$ cat src/rtl/ram_loader.sv
// Byte-stream loader for the 16x8 program RAM: drives the RAM automatic-mode strobes and holds the
// CPU while loading. Define RAM_LOADER_VERIFY_EN to compile in per-byte readback verification.
module ram_loader #(
  parameter int unsigned ADDR_W = 4,
  parameter int unsigned DATA_W = 8
) (
  input  logic              clk,
  input  logic              clr,
  input  logic              start,
  input  logic [ADDR_W-1:0] last_addr,
  input  logic              byte_valid,
  input  logic [DATA_W-1:0] byte_data,
  output logic              byte_ready,
  output logic [ADDR_W-1:0] ram_addr,
  output logic              ram_addr_en,
  output logic              ram_load,
  output logic              ram_dataout_en,
  output logic              bus_drive,
  output logic [DATA_W-1:0] bus_data,
  input  logic [DATA_W-1:0] bus_in,
  output logic              cpu_hold,
  output logic              busy,
  output logic              done,
  output logic              error,
  output logic [ADDR_W-1:0] err_addr
);

  typedef enum logic [2:0] {
    StIdle,
    StAddr,
    StWaitByte,
    StWrite,
`ifdef RAM_LOADER_VERIFY_EN
    StVerify,
    StError,
`endif
    StDone
  } state_e;

  state_e              state_q, state_d;
  logic [ADDR_W-1:0]   ptr_q, ptr_d;
  logic [ADDR_W-1:0]   last_q, last_d;
  logic [DATA_W-1:0]   hold_q, hold_d;
  logic                at_last;

`ifdef RAM_LOADER_VERIFY_EN
  logic [ADDR_W-1:0]   err_addr_q, err_addr_d;
`endif

  assign at_last = (ptr_q == last_q);

  always_ff @(posedge clk or posedge clr) begin
    if (clr) begin
      state_q <= StIdle;
      ptr_q   <= '0;
      last_q  <= '0;
      hold_q  <= '0;
    end else begin
      state_q <= state_d;
      ptr_q   <= ptr_d;
      last_q  <= last_d;
      hold_q  <= hold_d;
    end
  end

`ifdef RAM_LOADER_VERIFY_EN
  always_ff @(posedge clk or posedge clr) begin
    if (clr) begin
      err_addr_q <= '0;
    end else begin
      err_addr_q <= err_addr_d;
    end
  end
`endif

  always_comb begin
    state_d = state_q;
    ptr_d   = ptr_q;
    last_d  = last_q;
    hold_d  = hold_q;
`ifdef RAM_LOADER_VERIFY_EN
    err_addr_d = err_addr_q;
`endif
    unique case (state_q)
      StAddr: begin
        state_d = StWaitByte;
      end
      StWaitByte: begin
        if (byte_valid) begin
          hold_d  = byte_data;
          state_d = StWrite;
        end
      end
      StWrite: begin
`ifdef RAM_LOADER_VERIFY_EN
        state_d = StVerify;
`else
        if (at_last) begin
          state_d = StDone;
        end else begin
          ptr_d   = ptr_q + 1'b1;
          state_d = StAddr;
        end
`endif
      end
`ifdef RAM_LOADER_VERIFY_EN
      StVerify: begin
        if (bus_in != hold_q) begin
          err_addr_d = ptr_q;
          state_d    = StError;
        end else if (at_last) begin
          state_d = StDone;
        end else begin
          ptr_d   = ptr_q + 1'b1;
          state_d = StAddr;
        end
      end
`endif
      // Idle, Done and Error are the only states that honour start.
      default: begin
        if (start) begin
          ptr_d   = '0;
          last_d  = last_addr;
          state_d = StAddr;
`ifdef RAM_LOADER_VERIFY_EN
          err_addr_d = '0;
`endif
        end
      end
    endcase
  end

  // All outputs decode from registered state only.
  always_comb begin
    byte_ready     = (state_q == StWaitByte);
    ram_addr       = ptr_q;
    ram_addr_en    = (state_q == StAddr);
    ram_load       = (state_q == StWrite);
    bus_drive      = (state_q == StWrite);
    bus_data       = bus_drive ? hold_q : '0;
    done           = (state_q == StDone);
`ifdef RAM_LOADER_VERIFY_EN
    ram_dataout_en = (state_q == StVerify);
    error          = (state_q == StError);
    err_addr       = err_addr_q;
    busy           = (state_q == StAddr) || (state_q == StWaitByte) || (state_q == StWrite) ||
                     (state_q == StVerify);
`else
    ram_dataout_en = 1'b0;
    error          = 1'b0;
    err_addr       = '0;
    busy           = (state_q == StAddr) || (state_q == StWaitByte) || (state_q == StWrite);
`endif
    cpu_hold       = busy || error;
  end

`ifndef RAM_LOADER_VERIFY_EN
  logic unused_bus_in;
  assign unused_bus_in = ^bus_in;
`endif

endmodule

$ cat config.mk
export PLATFORM = sky130hd
export DESIGN_NAME = ram_loader
export DESIGN_NICKNAME = d
export VERILOG_FILES = /design/src/rtl/ram_loader.sv
export SDC_FILE = /design/constraint.sdc
export NUM_CORES = 1
export LEC_CHECK = 0
export BUFFER_PORTS_ARGS = -buffer_cell sky130_fd_sc_hd__buf_2
export CORE_AREA = 2 2 51 53
export CTS_CLUSTER_SIZE = 8
export DETAILED_ROUTE_END_ITERATION = 16
export DIE_AREA = 0 0 53 55
export GPL_TIMING_DRIVEN = 1
export PLACE_DENSITY = 0.76
export SETUP_SLACK_MARGIN = 0.15
export SYNTH_ARGS = -nofsm -noshare
export SYNTH_HDL_FRONTEND = slang
export SYNTH_SLANG_ARGS = --single-unit
export TNS_END_PERCENT = 100
$ cat constraint.sdc
create_clock -name clk -period 2.2 [get_ports clk]
set_input_delay 0.66 -clock clk [delete_from_list [all_inputs] [get_ports clk]]
set_output_delay 0.66 -clock clk [all_outputs]
set_load 0.01 [all_outputs]
# After elaboration in Yosys (flattened, before gate mapping)

Cells that the tools add are included.

Input bits: 24
Flip-flop bits (word level): 19
Logic and storage cells: 32
Output and inout bits: 25

Bitwise logic cells: 2
Muxes and demuxes: 8
Eq/ne operators: 7
Reductions and logical operators: 10
Add/sub/neg operators: 1

Operator list:

| kind                | count |
|---|---|
| $mux 3              | 3 |
| $pmux 3 s3          | 1 |
| $mux 4              | 2 |
| $mux 8              | 1 |
| $pmux 4 s2          | 1 |
| $eq 3x2->1 const B  | 2 |
| $reduce_and 2->1    | 3 |
| $add 4x1->4 const B | 1 |
| $eq 4x4->1          | 1 |
| $ne 2x2->1 const B  | 2 |
| $reduce_bool 4->1   | 1 |
| $eq 3x1->1 const B  | 1 |
| $eq 3x3->1 const B  | 1 |
| $reduce_and 3->1    | 1 |
| $reduce_or 3->1     | 1 |
| $logic_or 1x1->1    | 2 |
| $not 1->1           | 2 |
| $reduce_bool 2->1   | 1 |
| $reduce_or 2->1     | 1 |

# Logic depth before layout (Yosys ltp)

Word-level depth: 4
Mapped depth: 6
Gate-level depth less buffers: 5

# Worst setup path before layout

Ideal clock, no wire load.

Path type: register -> output
Start point: register state_q[1]
End point: output bus_data[0]
Arrival: 1.369 ns
Buffers on the path: 2
Cell stages (with the launch flop): 6
Setup slack: 0.171 ns
Required time: 1.540 ns
Path through: dfrtp_1 clkbuf_1 nand3b_1 inv_1 clkbuf_1 and2_1

Word-level cells in the longest chain between the ends: 2

RTL lines:

| item                   | RTL line | RTL |
|---|---|---|
| from (decl)            | 40       | `state_e state_q, state_d;` |
| from (signal assigned) | 54       | `state_q <= StIdle;` |
| from (signal assigned) | 59       | `state_q <= state_d;` |
| $eq 3x2->1             | 139      | `bus_drive = (state_q == StWrite);` |
| net bus_drive          | 18       | `output logic bus_drive,` |
| $mux 8                 | 140      | `bus_data = bus_drive ? hold_q : '0;` |
| to (decl)              | 19       | `output logic [DATA_W-1:0] bus_data,` |

The timed path passes the listed nets, and every way through them passes these cells.

# Worst setup path in the final report

Start point: register state_q[1]
End point: output ram_addr_en

Word-level cells in the longest chain between the ends: 1

RTL lines:

| item       | RTL line | RTL |
|---|---|---|
| $eq 3x1->1 | 137      | `ram_addr_en = (state_q == StAddr);` |
| to (decl)  | 15       | `output logic ram_addr_en,` |

Every way passes these cells.

==> out/metrics.csv <==
stage,metric,value,unit
place,pre_cts_slack,0.2394,ns
detailed_routing,drtIter0Drc,8,
timing,worst_slew_pin_slew,0.7053,ns
detailed_routing,ant_nets,0,
clocking,cts_sinks,19,
global_route,grt_overflow,0,
detailed_routing,first_pass_iters,4,
place,place_hpwl,1.402,mm
timing,final.setup_skew,0.005580,ns
critical_path,critical_path_class,reg2out,
critical_path,crit_arrival,1.30,ns
timing,setup-violations-final,0,
clocking,cts.path.max_buffers,2,
synthesis,yosys_warnings,0,
cells_and_area,diodes,0,
cells_and_area,final_cell_mix,"34 x buf_2, 18 x dfrtp_1, 12 x mux2_2",
global_route,grt_pass1_wl,3.042,mm
timing,max_freq,510.1,MHz
place,dp_cells,153,
place,io_buffers,34,
critical_path,cp_max_fo,8,
clocking,cts_tree,yes,
cells_and_area,stdcell_count,160,
critical_path,cp-start-kind,register,
clocking,htreeDepth,1,
detailed_routing,via_per_inst,4.881,
hold_path,holdCritPathClass,in2async,
status,status,"finished, final reports clean",
synthesis,syn-instance-count,95,
floorplanning,die_area,2915,um2
place,post_dp_cell_area,1185,um2
timing,slew_headroom,0.5293,
clocking,clock_latency,0.29,ns
detailed_routing,drc,0,
synthesis,yosysSeqAreaShare,0.4645,
clocking,root_buffer,clkbuf_4,
timing,rsz0062_at_grt,yes,
global_route,grt_max_degree,20,
critical_path,cp.required,1.54,ns
cells_and_area,layout-drive-gt1-share,0.4462,
timing,slew_violations,0,
clocking,cts-buffers-inserted,3,
floorplanning,initial_utilization,0.4328,
timing,worst_slack,0.2397,ns
synthesis,ys_types,32,
floorplanning,coreArea,2365,um2
cells_and_area,layout.cells.most_common,buf_2,
power,power_per_cell_area,1307,nW/um2
timing,tns,0,ns
synthesis,ys_ff_latch,19,
cells_and_area,final_cell_area,1237,um2
floorplanning,rows,18,
power,p_leak,0.6430,nW
detailed_routing,vias,781,
power,vdd_ir_drop_max,0.6334,mV
flow_run,drv_cap,0,
cells_and_area,finish.utilization,0.5233,
timing,hold_slack,0.4575,ns
floorplanning,die_h,55,um
synthesis,synth_area_per_cell,10.77,um2
detailed_routing,wl,1.838,mm
clocking,holdBufCountCts,0,
floorplanning,num_io_pins,49,
critical_path,critPathCaptureType,output pin,
global_route,grt_pass1_vias,708,
cells_and_area,area_growth,20.90,%
cells_and_area,layout.nets,156,
clocking,clkTransAtPathRegs,0.10,ns
timing,layout_min_cycle_time,1.960,ns
place,place_congestion,0.7069,
global_route,grt_usage,0.1447,
timing,hold_viol,0,
synthesis,synth_area,1023,um2
global_route,antenna_found_initial,0,
floorplanning,die_w,53,um
detailed_routing,drt-wirelength-per-cell,11.49,um
power,total_power,1.617,mW
timing,fin_crit_sh,0.8910,
cells in the mapped netlist:
library cell | instances | area, um2
a211o_2 | 1 | 10.01
a21o_1 | 3 | 22.52
a21oi_1 | 2 | 10.01
a31o_2 | 1 | 8.760
a32o_1 | 1 | 10.01
and2_1 | 9 | 56.30
and3b_1 | 1 | 8.760
and4_1 | 1 | 8.760
buf_4 | 8 | 60.06
clkbuf_1 | 4 | 15.01
clkbuf_2 | 1 | 5.000
conb_1 | 1 | 3.750
dfrtp_1 | 19 | 475.5
ha_1 | 1 | 12.51
inv_1 | 3 | 11.26
mux2_2 | 12 | 135.1
mux2i_1 | 1 | 10.01
nand2_1 | 5 | 18.77
nand2b_1 | 1 | 6.260
nand3_1 | 2 | 10.01
nand3b_1 | 1 | 7.510
nand4_1 | 1 | 6.260
nor2_1 | 1 | 3.750
nor2b_1 | 1 | 6.260
nor3_1 | 1 | 5.000
nor3b_1 | 2 | 15.01
nor4b_1 | 1 | 8.760
o211ai_1 | 1 | 7.510
o21ai_0 | 3 | 15.01
o21bai_1 | 1 | 7.510
or4_1 | 1 | 7.510
xnor2_1 | 4 | 35.03
metal layers:
layer  track usage  vias to the layer above  part of all wire
met1        0.1823                      364              0.43
met3       0.01613                        4             0.065
li1              -                      383                 -
met2        0.2375                       30              0.48
met4       0.09402                        0             0.023
met5             0                        -                 0
repair_timing:
item | CTS | global route
pin swaps | 1 | 0
setup buffers | 2 | 1
setup endpoints to repair | 10 | 8
gates cloned | 0 | 0
gates resized for setup | 3 | 0
worst max-delay path, stage by stage, from the launching register on:
cell and delay (ns):
dfrtp_1 0.39, buf_4 0.16, nor3b_1 0.28, buf_2 0.19
cell type report:
cell class                      count  area, um2
Fill cell                         230       1127
Sequential cell                    19      476.7
Multi-Input combinational cell     65      475.5
Timing Repair Buffer               39      207.7
Tap cell                           30      37.54
Clock buffer                        4      26.28
Inverter                            3      13.76
flip-flops by register name, indices dropped and copies added (netlist names):
register  cells
hold_q        8
last_q        4
ram_addr      4
state_q       3
kinds of logic (layout without fill, tap and decap cells):
group	Yosys count	in the layout	synth area share
AO/OA/AOI/OAI	13	13	0.08924
XOR/XNOR	4	4	0.03423
buffers and inverters	16	46	0.08923
flip-flops	19	19	0.4646
AND/OR/NAND/NOR	28	28	0.1650
multiplexers	13	13	0.1418
adder cells (fa/ha/maj)	1	1	0.01222
other	1	6	0.003664
power by group:
group	internal (mW)	total [mW]	leakage, nW	switching (mW)
combinational	0.428	0.819	0.395	0.391
clock	0.0706	0.173	0.0150	0.102
sequential	0.511	0.625	0.233	0.114
path summary, 6_finish.rpt:
check                                start     endpoint  slack (ns)  depth (start not counted)
worst max-delay path            state_q[1]  ram_addr_en        0.24                          3
min in group clk                 hold_q[0]    hold_q[0]        0.51                          1
worst max register to register  state_q[2]    hold_q[3]        0.62                          4
max in group asynchronous              clr   state_q[0]        1.26                          2
worst min-delay path                   clr    last_q[0]        0.46                          2
worst min register to register   hold_q[0]    hold_q[0]        0.51                          1
Power figures use the tool's default switching activity.
